**src/rtl/vga_stream_if.sv**
```systemverilog
// Pixel stream handshake between a frame source and the VGA output stage.
// Each word carries packed {R,G,B} data plus a start-of-frame flag.
interface vga_stream_if #(
  parameter int COLOR_W = 4
);
  logic                   s_valid;
  logic                   s_ready;
  logic [3*COLOR_W-1:0]   s_data;
  logic                   s_sof;

  modport master (output s_valid, s_data, s_sof, input s_ready);
  modport slave  (input s_valid, s_data, s_sof, output s_ready);
endinterface

```
**src/rtl/vga_stream_timing.sv**
```systemverilog
// VGA output stage: raster timing, stream FIFO with SOF-based frame alignment,
// and registered sync/de/position/colour outputs one cycle behind the counters.
module vga_stream_timing #(
  parameter int COLOR_W    = 4,
  parameter int H_ACTIVE   = 640,
  parameter int H_FP       = 16,
  parameter int H_SYNC     = 96,
  parameter int H_BP       = 48,
  parameter int V_ACTIVE   = 480,
  parameter int V_FP       = 10,
  parameter int V_SYNC     = 2,
  parameter int V_BP       = 33,
  parameter bit SYNC_POL   = 1'b0,
  parameter int FIFO_DEPTH = 16
) (
  input  logic                          clk,
  input  logic                          rst,
  vga_stream_if.slave                   stream,
  output logic                          hsync,
  output logic                          vsync,
  output logic                          de,
  output logic [$clog2(H_ACTIVE)-1:0]   x,
  output logic [$clog2(V_ACTIVE)-1:0]   y,
  output logic [3*COLOR_W-1:0]          rgb_data,
  output logic                          frame_start,
  output logic                          underflow,
  output logic                          sof_err
);
  localparam int H_TOTAL = H_ACTIVE + H_FP + H_SYNC + H_BP;
  localparam int V_TOTAL = V_ACTIVE + V_FP + V_SYNC + V_BP;
  localparam int HW      = $clog2(H_TOTAL);
  localparam int VW      = $clog2(V_TOTAL);
  localparam int XW      = $clog2(H_ACTIVE);
  localparam int YW      = $clog2(V_ACTIVE);
  localparam int AW      = $clog2(FIFO_DEPTH);
  localparam int PIX_W   = 3 * COLOR_W;

  localparam logic [HW-1:0] H_LAST     = HW'(H_TOTAL - 1);
  localparam logic [HW-1:0] H_ACT      = HW'(H_ACTIVE);
  localparam logic [HW-1:0] H_SYNC_BEG = HW'(H_ACTIVE + H_FP);
  localparam logic [HW-1:0] H_SYNC_END = HW'(H_ACTIVE + H_FP + H_SYNC);
  localparam logic [VW-1:0] V_LAST     = VW'(V_TOTAL - 1);
  localparam logic [VW-1:0] V_ACT      = VW'(V_ACTIVE);
  localparam logic [VW-1:0] V_SYNC_BEG = VW'(V_ACTIVE + V_FP);
  localparam logic [VW-1:0] V_SYNC_END = VW'(V_ACTIVE + V_FP + V_SYNC);

  typedef enum logic [1:0] {IDLE, ARMED, RUN} state_t;

  logic [HW-1:0]  h_cnt;
  logic [VW-1:0]  v_cnt;
  logic           de_int, hs_int, vs_int, at_origin;
  logic [PIX_W:0] mem [FIFO_DEPTH];
  logic [AW:0]    wr_ptr, rd_ptr;
  logic           empty, full, push, pop;
  logic           head_sof;
  logic [PIX_W-1:0] head_data;
  state_t         state, state_nxt;
  logic           pix_ok, ufl, serr;

  // Stage p0: raster counters
  always_ff @(posedge clk) begin
    if (rst) begin
      h_cnt <= '0;
      v_cnt <= '0;
    end else if (h_cnt == H_LAST) begin
      h_cnt <= '0;
      v_cnt <= (v_cnt == V_LAST) ? '0 : v_cnt + 1'b1;
    end else begin
      h_cnt <= h_cnt + 1'b1;
    end
  end

  assign de_int    = (h_cnt < H_ACT) && (v_cnt < V_ACT);
  assign hs_int    = (h_cnt >= H_SYNC_BEG) && (h_cnt < H_SYNC_END);
  assign vs_int    = (v_cnt >= V_SYNC_BEG) && (v_cnt < V_SYNC_END);
  assign at_origin = (h_cnt == '0) && (v_cnt == '0);

  // Extra pointer bit distinguishes full from empty when the indices match.
  assign empty          = (wr_ptr == rd_ptr);
  assign full           = (wr_ptr[AW] != rd_ptr[AW]) && (wr_ptr[AW-1:0] == rd_ptr[AW-1:0]);
  assign stream.s_ready = !full && !rst;
  assign push           = stream.s_valid && stream.s_ready;
  assign head_sof       = mem[rd_ptr[AW-1:0]][PIX_W];
  assign head_data      = mem[rd_ptr[AW-1:0]][PIX_W-1:0];

  always_ff @(posedge clk) begin
    if (rst) begin
      wr_ptr <= '0;
      rd_ptr <= '0;
    end else begin
      if (push) wr_ptr <= wr_ptr + 1'b1;
      if (pop)  rd_ptr <= rd_ptr + 1'b1;
    end
  end

  always_ff @(posedge clk) begin
    if (push) mem[wr_ptr[AW-1:0]] <= {stream.s_sof, stream.s_data};
  end

  always_ff @(posedge clk) begin
    if (rst) state <= IDLE;
    else     state <= state_nxt;
  end

  // Pop decisions look at the live counters; the result is registered below.
  always_comb begin
    state_nxt = state;
    pop       = 1'b0;
    pix_ok    = 1'b0;
    ufl       = 1'b0;
    serr      = 1'b0;
    case (state)
      IDLE: begin
        if (!empty) begin
          if (head_sof) state_nxt = ARMED;
          else          pop       = 1'b1;
        end
      end
      ARMED: begin
        if (at_origin) begin
          state_nxt = RUN;
          pop       = 1'b1;
          pix_ok    = 1'b1;
        end
      end
      RUN: begin
        if (de_int) begin
          if (empty) begin
            ufl       = 1'b1;
            state_nxt = IDLE;
          end else if (at_origin) begin
            if (head_sof) begin
              pop    = 1'b1;
              pix_ok = 1'b1;
            end else begin
              state_nxt = IDLE;
            end
          end else if (head_sof) begin
            serr      = 1'b1;
            state_nxt = ARMED;
          end else begin
            pop    = 1'b1;
            pix_ok = 1'b1;
          end
        end
      end
      default: state_nxt = IDLE;
    endcase
  end

  logic             hsync_p1, vsync_p1, vld_p1, fs_p1, ufl_p1, serr_p1;
  logic [XW-1:0]    x_p1;
  logic [YW-1:0]    y_p1;
  logic [PIX_W-1:0] rgb_p1;

  // Stage p1: registered outputs
  always_ff @(posedge clk) begin
    if (rst) begin
      hsync_p1 <= !SYNC_POL;
      vsync_p1 <= !SYNC_POL;
      vld_p1   <= 1'b0;
      x_p1     <= '0;
      y_p1     <= '0;
      rgb_p1   <= '0;
      fs_p1    <= 1'b0;
      ufl_p1   <= 1'b0;
      serr_p1  <= 1'b0;
    end else begin
      hsync_p1 <= hs_int ? SYNC_POL : !SYNC_POL;
      vsync_p1 <= vs_int ? SYNC_POL : !SYNC_POL;
      vld_p1   <= de_int;
      x_p1     <= de_int ? h_cnt[XW-1:0] : '0;
      y_p1     <= de_int ? v_cnt[YW-1:0] : '0;
      rgb_p1   <= pix_ok ? head_data : '0;
      fs_p1    <= at_origin;
      ufl_p1   <= ufl;
      serr_p1  <= serr;
    end
  end

  assign hsync       = hsync_p1;
  assign vsync       = vsync_p1;
  assign de          = vld_p1;
  assign x           = x_p1;
  assign y           = y_p1;
  assign rgb_data    = rgb_p1;
  assign frame_start = fs_p1;
  assign underflow   = ufl_p1;
  assign sof_err     = serr_p1;
endmodule

```
**src/flat_wrapper.sv**
```systemverilog
// flat-port wrapper written by rule: the top's interface ports become plain ports
module vga_stream_timing_flat 
#(
  parameter int COLOR_W    = 4,
  parameter int H_ACTIVE   = 640,
  parameter int H_FP       = 16,
  parameter int H_SYNC     = 96,
  parameter int H_BP       = 48,
  parameter int V_ACTIVE   = 480,
  parameter int V_FP       = 10,
  parameter int V_SYNC     = 2,
  parameter int V_BP       = 33,
  parameter bit SYNC_POL   = 1'b0,
  parameter int FIFO_DEPTH = 16
)
  (clk, rst, hsync, vsync, de, x, y, rgb_data, frame_start, underflow, sof_err, stream_s_valid, stream_s_data, stream_s_sof, stream_s_ready);
  vga_stream_if #(.COLOR_W(COLOR_W)) stream_i ();
  input  logic clk;
  input  logic rst;
  output logic hsync;
  output logic vsync;
  output logic de;
  output logic [$clog2(H_ACTIVE)-1:0] x;
  output logic [$clog2(V_ACTIVE)-1:0] y;
  output logic [3*COLOR_W-1:0] rgb_data;
  output logic frame_start;
  output logic underflow;
  output logic sof_err;
  input wire logic [$bits(stream_i.s_valid)-1:0] stream_s_valid;
  input wire logic [$bits(stream_i.s_data)-1:0] stream_s_data;
  input wire logic [$bits(stream_i.s_sof)-1:0] stream_s_sof;
  output wire logic [$bits(stream_i.s_ready)-1:0] stream_s_ready;
  assign stream_i.s_valid = stream_s_valid;
  assign stream_i.s_data = stream_s_data;
  assign stream_i.s_sof = stream_s_sof;
  assign stream_s_ready = stream_i.s_ready;
  vga_stream_timing #(.COLOR_W(COLOR_W), .H_ACTIVE(H_ACTIVE), .H_FP(H_FP), .H_SYNC(H_SYNC), .H_BP(H_BP), .V_ACTIVE(V_ACTIVE), .V_FP(V_FP), .V_SYNC(V_SYNC), .V_BP(V_BP), .SYNC_POL(SYNC_POL), .FIFO_DEPTH(FIFO_DEPTH)) u_core (.clk(clk), .rst(rst), .stream(stream_i), .hsync(hsync), .vsync(vsync), .de(de), .x(x), .y(y), .rgb_data(rgb_data), .frame_start(frame_start), .underflow(underflow), .sof_err(sof_err));
endmodule
```
**config.mk**
```make
export PLATFORM = sky130hd
export DESIGN_NAME = vga_stream_timing_flat
export DESIGN_NICKNAME = d
export VERILOG_FILES = /design/src/rtl/vga_stream_if.sv /design/src/rtl/vga_stream_timing.sv /design/src/flat_wrapper.sv
export SDC_FILE = /design/constraint.sdc
export NUM_CORES = 1
export LEC_CHECK = 0
export ABC_AREA = 1
export BUFFER_PORTS_ARGS = -buffer_cell sky130_fd_sc_hd__buf_4
export CAP_MARGIN = 20
export CORE_ASPECT_RATIO = 0.5
export CORE_MARGIN = 10
export CORE_UTILIZATION = 40
export CTS_CLUSTER_DIAMETER = 40
export DETAILED_ROUTE_END_ITERATION = 12
export HOLD_SLACK_MARGIN = 0.05
export PLACE_DENSITY_LB_ADDON = 0.25
export SLEW_MARGIN = 20
export SYNTH_ARGS = -nofsm -noshare
export SYNTH_HDL_FRONTEND = slang
export SYNTH_SLANG_ARGS = --single-unit
```
**constraint.sdc**
```tcl
create_clock -name clk -period 2.6 [get_ports clk]
set_clock_uncertainty 0.2 [all_clocks]
set_input_delay 0.78 -clock clk [delete_from_list [all_inputs] [get_ports clk]]
set_output_delay 0.78 -clock clk [all_outputs]
set_load 0.01 [all_outputs]
```
**Yosys cells after proc, flatten, opt, wreduce, memory -nomap -nowiden**

Memory sizes are Yosys's and may differ from the RTL's. A register that Yosys moved wholly into a read port is not among the register bits.
Cells that the tools add are included.

- $add $sub $neg: 4
- Multipliers: 0
- Divide/modulo/power cells: 0
- $lt $le $gt $ge: 6
- Equal/unequal tests: 11
- Shift-type cells: 0
- Mux-type cells: 25
- Bitwise operators: 3
- Reduce and logical (&&, ||, !) cells: 18

Operators by type and width:

| operator | count |
|---|---|
| adder 10 x 1 -> 10 bit, second input constant | 2 |
| == test 10 bit, second input constant | 2 |
| logical NOT 10 bit | 2 |
| < comparator 10 bit, second input constant | 2 |
| < comparator 10 x 9 -> 1 bit, second input constant | 2 |
| two-way mux 2 bit | 7 |
| two-way mux 1 bit | 12 |
| adder 5 x 1 -> 5 bit, second input constant | 2 |
| greater-or-equal comparator 10 bit, second input constant | 1 |
| greater-or-equal comparator 10 x 9 -> 1 bit, second input constant | 1 |
| two-way mux 10 bit | 1 |
| two-way mux 4 bit | 2 |
| logical AND 1 bit | 7 |
| one-hot mux 2 bit (3 select lines) | 1 |
| OR reduction 2 bit | 3 |
| == test 5 bit | 1 |
| OR reduction 5 bit | 1 |
| == test 4 bit | 1 |
| inequality test 2 x 1 -> 1 bit, second input constant | 2 |
| inequality test 4 bit, second input constant | 1 |
| AND reduction 4 bit | 1 |
| inverter 1 bit | 3 |
| one-hot mux 1 bit (3 select lines) | 1 |
| OR reduction 3 bit | 1 |
| 7 further kinds | 8 |

- Flip-flop bits (word level): 69
- Bits in latches: 0
- RAM bits: 208
- Memory bits (read-only): 0
- Word-level logic and storage cells: 82
- Memories: 1

Memory list:

| name | words | bits a word | read ports | clocked after memory_dff | write ports | line | source |
|---|---|---|---|---|---|---|---|
| u_core.mem | 16 | 13 | 1 | 1 | 1 | vga_stream_timing.sv:52 | `logic [PIX_W:0] mem [FIFO_DEPTH];` |

**Longest topological paths before layout**

- Depth in word-level cells: 8
- Mapped depth: 15
- Gate-level depth less buffers: 15

**Worst setup path after synthesis**

Ideal clock, no wire load.

- Path kind: input -> register
- Start: input rst
- End: memory u_core.mem[15][0] (netlist name), enable pin
- Library setup time: 385 ps
- Data arrival time: 1850 ps
- Data required time: 2015 ps
- Setup slack: 165 ps
- Stages: 5
- Buffers on the path: 0
- Cell sequence: inv_1 nand2_1 nor2_2 nand2_1 nor2_1

- Longest elaborated chain between the ends: 5

Ends and longest elaborated chain:

| element | line | source |
|---|---|---|
| from (decl) | flat_wrapper.sv:19 | `input logic rst;` |
| logical NOT 1 bit | vga_stream_timing.sv:81 | `assign stream.s_ready = !full && !rst;` |
| logical AND 1 bit | vga_stream_timing.sv:81 |  |
| logical AND 1 bit | vga_stream_timing.sv:82 | `assign push = stream.s_valid && stream.s_ready;` |
| two-way mux 1 bit | vga_stream_timing.sv:97 | `if (push) mem[wr_ptr[AW-1:0]] <= {stream.s_sof, stream.s_data};` |
| two-way mux 1 bit (implied by the code) | vga_stream_timing.sv:97 |  |
| to (decl) | vga_stream_timing.sv:52 |  |

No other way between the ends.

**Final worst setup path**

- Start: register u_core.wr_ptr[2]
- End: output stream_s_ready

- Longest elaborated chain between the ends: 4

Ends and longest elaborated chain:

| element | line | source |
|---|---|---|
| from (decl) | vga_stream_timing.sv:53 | `logic [AW:0] wr_ptr, rd_ptr;` |
| from (signal assigned) | vga_stream_timing.sv:91 | `if (push) wr_ptr <= wr_ptr + 1'b1;` |
| == test 4 bit | vga_stream_timing.sv:80 | `assign full = (wr_ptr[AW] != rd_ptr[AW]) && (wr_ptr[AW-1:0] == rd_ptr[AW-1:0]);` |
| logical AND 1 bit | vga_stream_timing.sv:80 |  |
| logical NOT 1 bit | vga_stream_timing.sv:81 |  |
| logical AND 1 bit | vga_stream_timing.sv:81 |  |
| to (decl) | flat_wrapper.sv:32 | `output wire logic [$bits(stream_i.s_ready)-1:0] stream_s_ready;` |

No other way between the ends.

==> impl_results.md <==
* 1st-iter DRT viols at 654
* CTS sink count at 281
* First-pass GRT wire length at 42.6 mm
* CTS root buffer: clkbuf_16
* Final Hold Vio Count at 0
* Mean area per synthesized cell at 11.6 sq um
* Top FF cell, synth: edfxtp_1
* # DRC at 0
* Hold path depth at 1
* Compound-Gate Fraction of Synth Area at 10.9%
* Flop2flop setup slack at 0.12 ns
* Max Cap Viol at 0
* Async SR Flop Fraction at 0%
* Routed WL at 27.3 mm
* Starting Density at 41.2%
* Place WS at 0.150 ns
* Post-CTS Hold Buffers at 0
* Reg2reg path depth at 11
* Post-Place Cells at 1349
* Critical Path Start: u_core.wr_ptr[2]
* Final setup fails at 0
* Slew Limit Fails at 0
* Clock Latency Late Sink at 0.56 ns
* Main combinational cell family by area after synthesis: simple AND/OR/NAND/NOR gates
* Fin cells at 1408
* Sequential area share after synthesis at 69.8%
* Synthesis Warnings at 0
* Max Fclk at 390 MHz
* Largest net degree at the start of global routing at 105
* Tcrit/Tclk final at 98.7%
* Reg-to-reg startpoint: u_core.rd_ptr[1]
* Crit-path max FO at 2
* Ranking of synthesized cells by area: edfxtp_1 (57%), dfxtp_1 (13%), nor2_1 (6.2%)
* Startpoint class of the critical path: flop
* Multi-input logic area at 2920 sq um
* DRT antenna net count at 0
* Drt pass-1 iters at 5
* Final Worst Setup Slack at 0.0342 ns
* CP endpoint kind: output pin
* Row cnt at 42
* Post-synth EDFFs at 208
* Area grow syn2layout at 18.4%
* RSZ-0062 raised after global routing: true
* Tot Pwr at 10.9 mW
* CORE AREA at 26800 sq um
* Leak Pwr at 4.69 nW
* Simple-gate share of the synthesized area at 13.1%
* Post-synth cell types at 35
* Fill cells at 2375
* DP Area at 12000 sq um
* Syn_nets at 981
* Full die area at 35100 sq um
* Setup TNS at 0 ns
* Die X-Extent at 255 um
* Critical path type: reg2out
* Min-delay worst type: reg2reg
* Synth Area in Adders at 1.47%
* Worst reg2reg endpoint: u_core.mem[0][10]
* CP Data Required Time at 1.62 ns
* Status: finished clean
* Fin area at 13100 sq um
* ANT cells at 0
* Post-Synth XOR/XNOR Area at 0.793%
* Post-Synthesis Cells at 952
* #FFs+latches synth at 281
* Htree depth at 1
* Final min period at 2.57 ns
* Reg area at 7730 sq um
* Vias/cell at 5.32
* Layout cells sized above 1 at 18.4%
* Area share of the largest cell type after synthesis at 56.6%
* Slew HR at 65.2%
* Vias in the first global route at 7498
* PortBufs at 53
* DR WL/cell at 19.4 um
* Worst-path clk slew at 0.07 ns
* Worst Tran Pin Value at 0.519 ns
* GP Congestion at 0.845
* Worst Hold Launch: u_core.h_cnt[0]
* Mapped cell area at 11000 sq um
* Initial antenna violation count at 0
* Multiplexer share of the synthesized area at 0%
* GRT overflow at 0
* Min-Delay Endpoint: u_core.h_cnt[0]
* P per Cell Area at 833 nW/um^2
* HPWL after DPL at 18.0 mm
* Arr. time, crit path at 1.59 ns
* CTS Buffer Depth at 3
* CTS tree: yes
* Io pins at 54
* Final nets at 1063
* Cts bufs inserted at 28
* Height of the die at 137 um
* Peak VDD IR at 452 uV
* Gr usage total at 15.6%
* Via count at 7489
* Cell taking the most area after synthesis: edfxtp_1
[final cells by class]
cell class,count,area share [%]
sequential,281,59.1
multi-input combinational,562,22.3
timing repair buffer,97,6.07
clock buffer,34,5.68
tap,352,3.37
inverter,64,1.84
clock inverter,18,1.66
[worst max path at each step]
stage	end	slack, ns	cells past startpoint
4_1_cts	stream_s_ready	0.005	6
3_3_place_gp	u_core.mem[4][7]	0.15	7
2_1_floorplan	u_core.mem[15][0]	0.16	5
3_5_place_dp	u_core.mem[0][11]	0.15	7
5_1_grt	stream_s_ready	-0.06	6
6_report	stream_s_ready	0.03	6
[per-layer routing]
metal	track usage (%)	part of all wire, %	up-vias
li1	-	-	3557
met1	22.5	47	3584
met2	23.3	43	305
met3	3.78	8.6	43
met4	3.81	1.8	0
met5	0	0	-
[kinds of logic (layout without fill, tap and decap cells)]
logic type / Yosys count / in the layout
buf+inv: 109 / 213
compound gates: 200 / 200
xor+xnor: 10 / 10
fa+ha+maj: 13 / 13
flops: 281 / 281
simple gates: 339 / 339
[critical path, stage by stage (launching register included)]
cell      delay (ns)
dfxtp_4         0.35
xor2_1          0.15
nor2_1          0.16
nand3b_1        0.13
nand2_2         0.10
inv_2           0.05
buf_6           0.11
[through the flow]
| stage | util, % | hold WS [ns] |
|---|---|---|
| 6_report | 48.8 | 0.250 |
| 5_1_grt | 48.8 | 0.282 |
| 4_1_cts | 48.6 | 0.253 |
| 3_5_place_dp | 44.9 | 0.238 |
| 3_3_place_gp | 44.9 | 0.228 |
| 2_1_floorplan | - | 0.217 |
[cells in the mapped netlist, types with 2 or more instances]
master,count
edfxtp_1,208
nor2_1,182
o21ai_0,101
dfxtp_1,73
nand2_1,72
inv_1,44
nand3_1,43
o221ai_1,36
clkbuf_1,35
a21oi_1,22
inv_2,19
nor3_1,17
ha_1,13
o22ai_1,13
o21ai_1,12
a21oi_2,10
nand4_1,9
xor2_1,7
buf_2,6
nand3_2,4
nand3b_1,3
nor4_1,3
xnor2_1,3
a211oi_1,2
buf_6,2
nand2_2,2
nor3b_1,2
o21a_1,2
[state kept, by name (all words and copies together) (netlist names), named ones only]
signal,cells
u_core.sof_err,1
u_core.v_cnt,10
u_core.wr_ptr,5
u_core.state,2
u_core.rd_ptr,5
u_core.frame_start,1
u_core.h_cnt,10
u_core.x,10
u_core.underflow,1
u_core.vsync,1
u_core.hsync,1
u_core.rgb_data,12
u_core.mem,208
u_core.y,9
u_core.de,1
[cell usage in the layout, fill, tap and decap left out, types with 2 or more instances in the layout]
master and count:
edfxtp_1 208, clkbuf_8 2, nor2_1 181, o221ai_1 36
o22ai_1 13, a211oi_1 2, nor3b_1 2, dfxtp_2 4
clkbuf_1 4, buf_4 91, bufinv_16 4, a21oi_1 22
nand2_2 3, nor3_1 17, dfxtp_4 4, o21ai_1 12
a21oi_2 10, nand3_2 4, nand2_1 71, buf_12 5
xor2_1 6, o21a_1 2, nand4_1 9, nor4_1 3
nand3_1 43, nand3b_1 3, clkbuf_16 28, inv_1 43
dfxtp_1 65, o21ai_0 101, ha_1 13, clkinv_2 8
inv_2 20, xnor2_1 3
[repair_timing]
action	in CTS	in global routing
cloned	0	0
pin swaps	4	4
endpoints found under the setup margin	1	207
gates resized for setup	10	7
buffers inserted	4	3
endpoints found under the hold margin	0	0
[power by group]
part / total [mW] / switching, mW / internal (mW)
registers: 4.95 / 0.0640 / 4.89
clock network: 4.18 / 1.73 / 2.45
logic: 1.76 / 1.20 / 0.562
No activity file was read; power rests on OpenSTA's default activity.
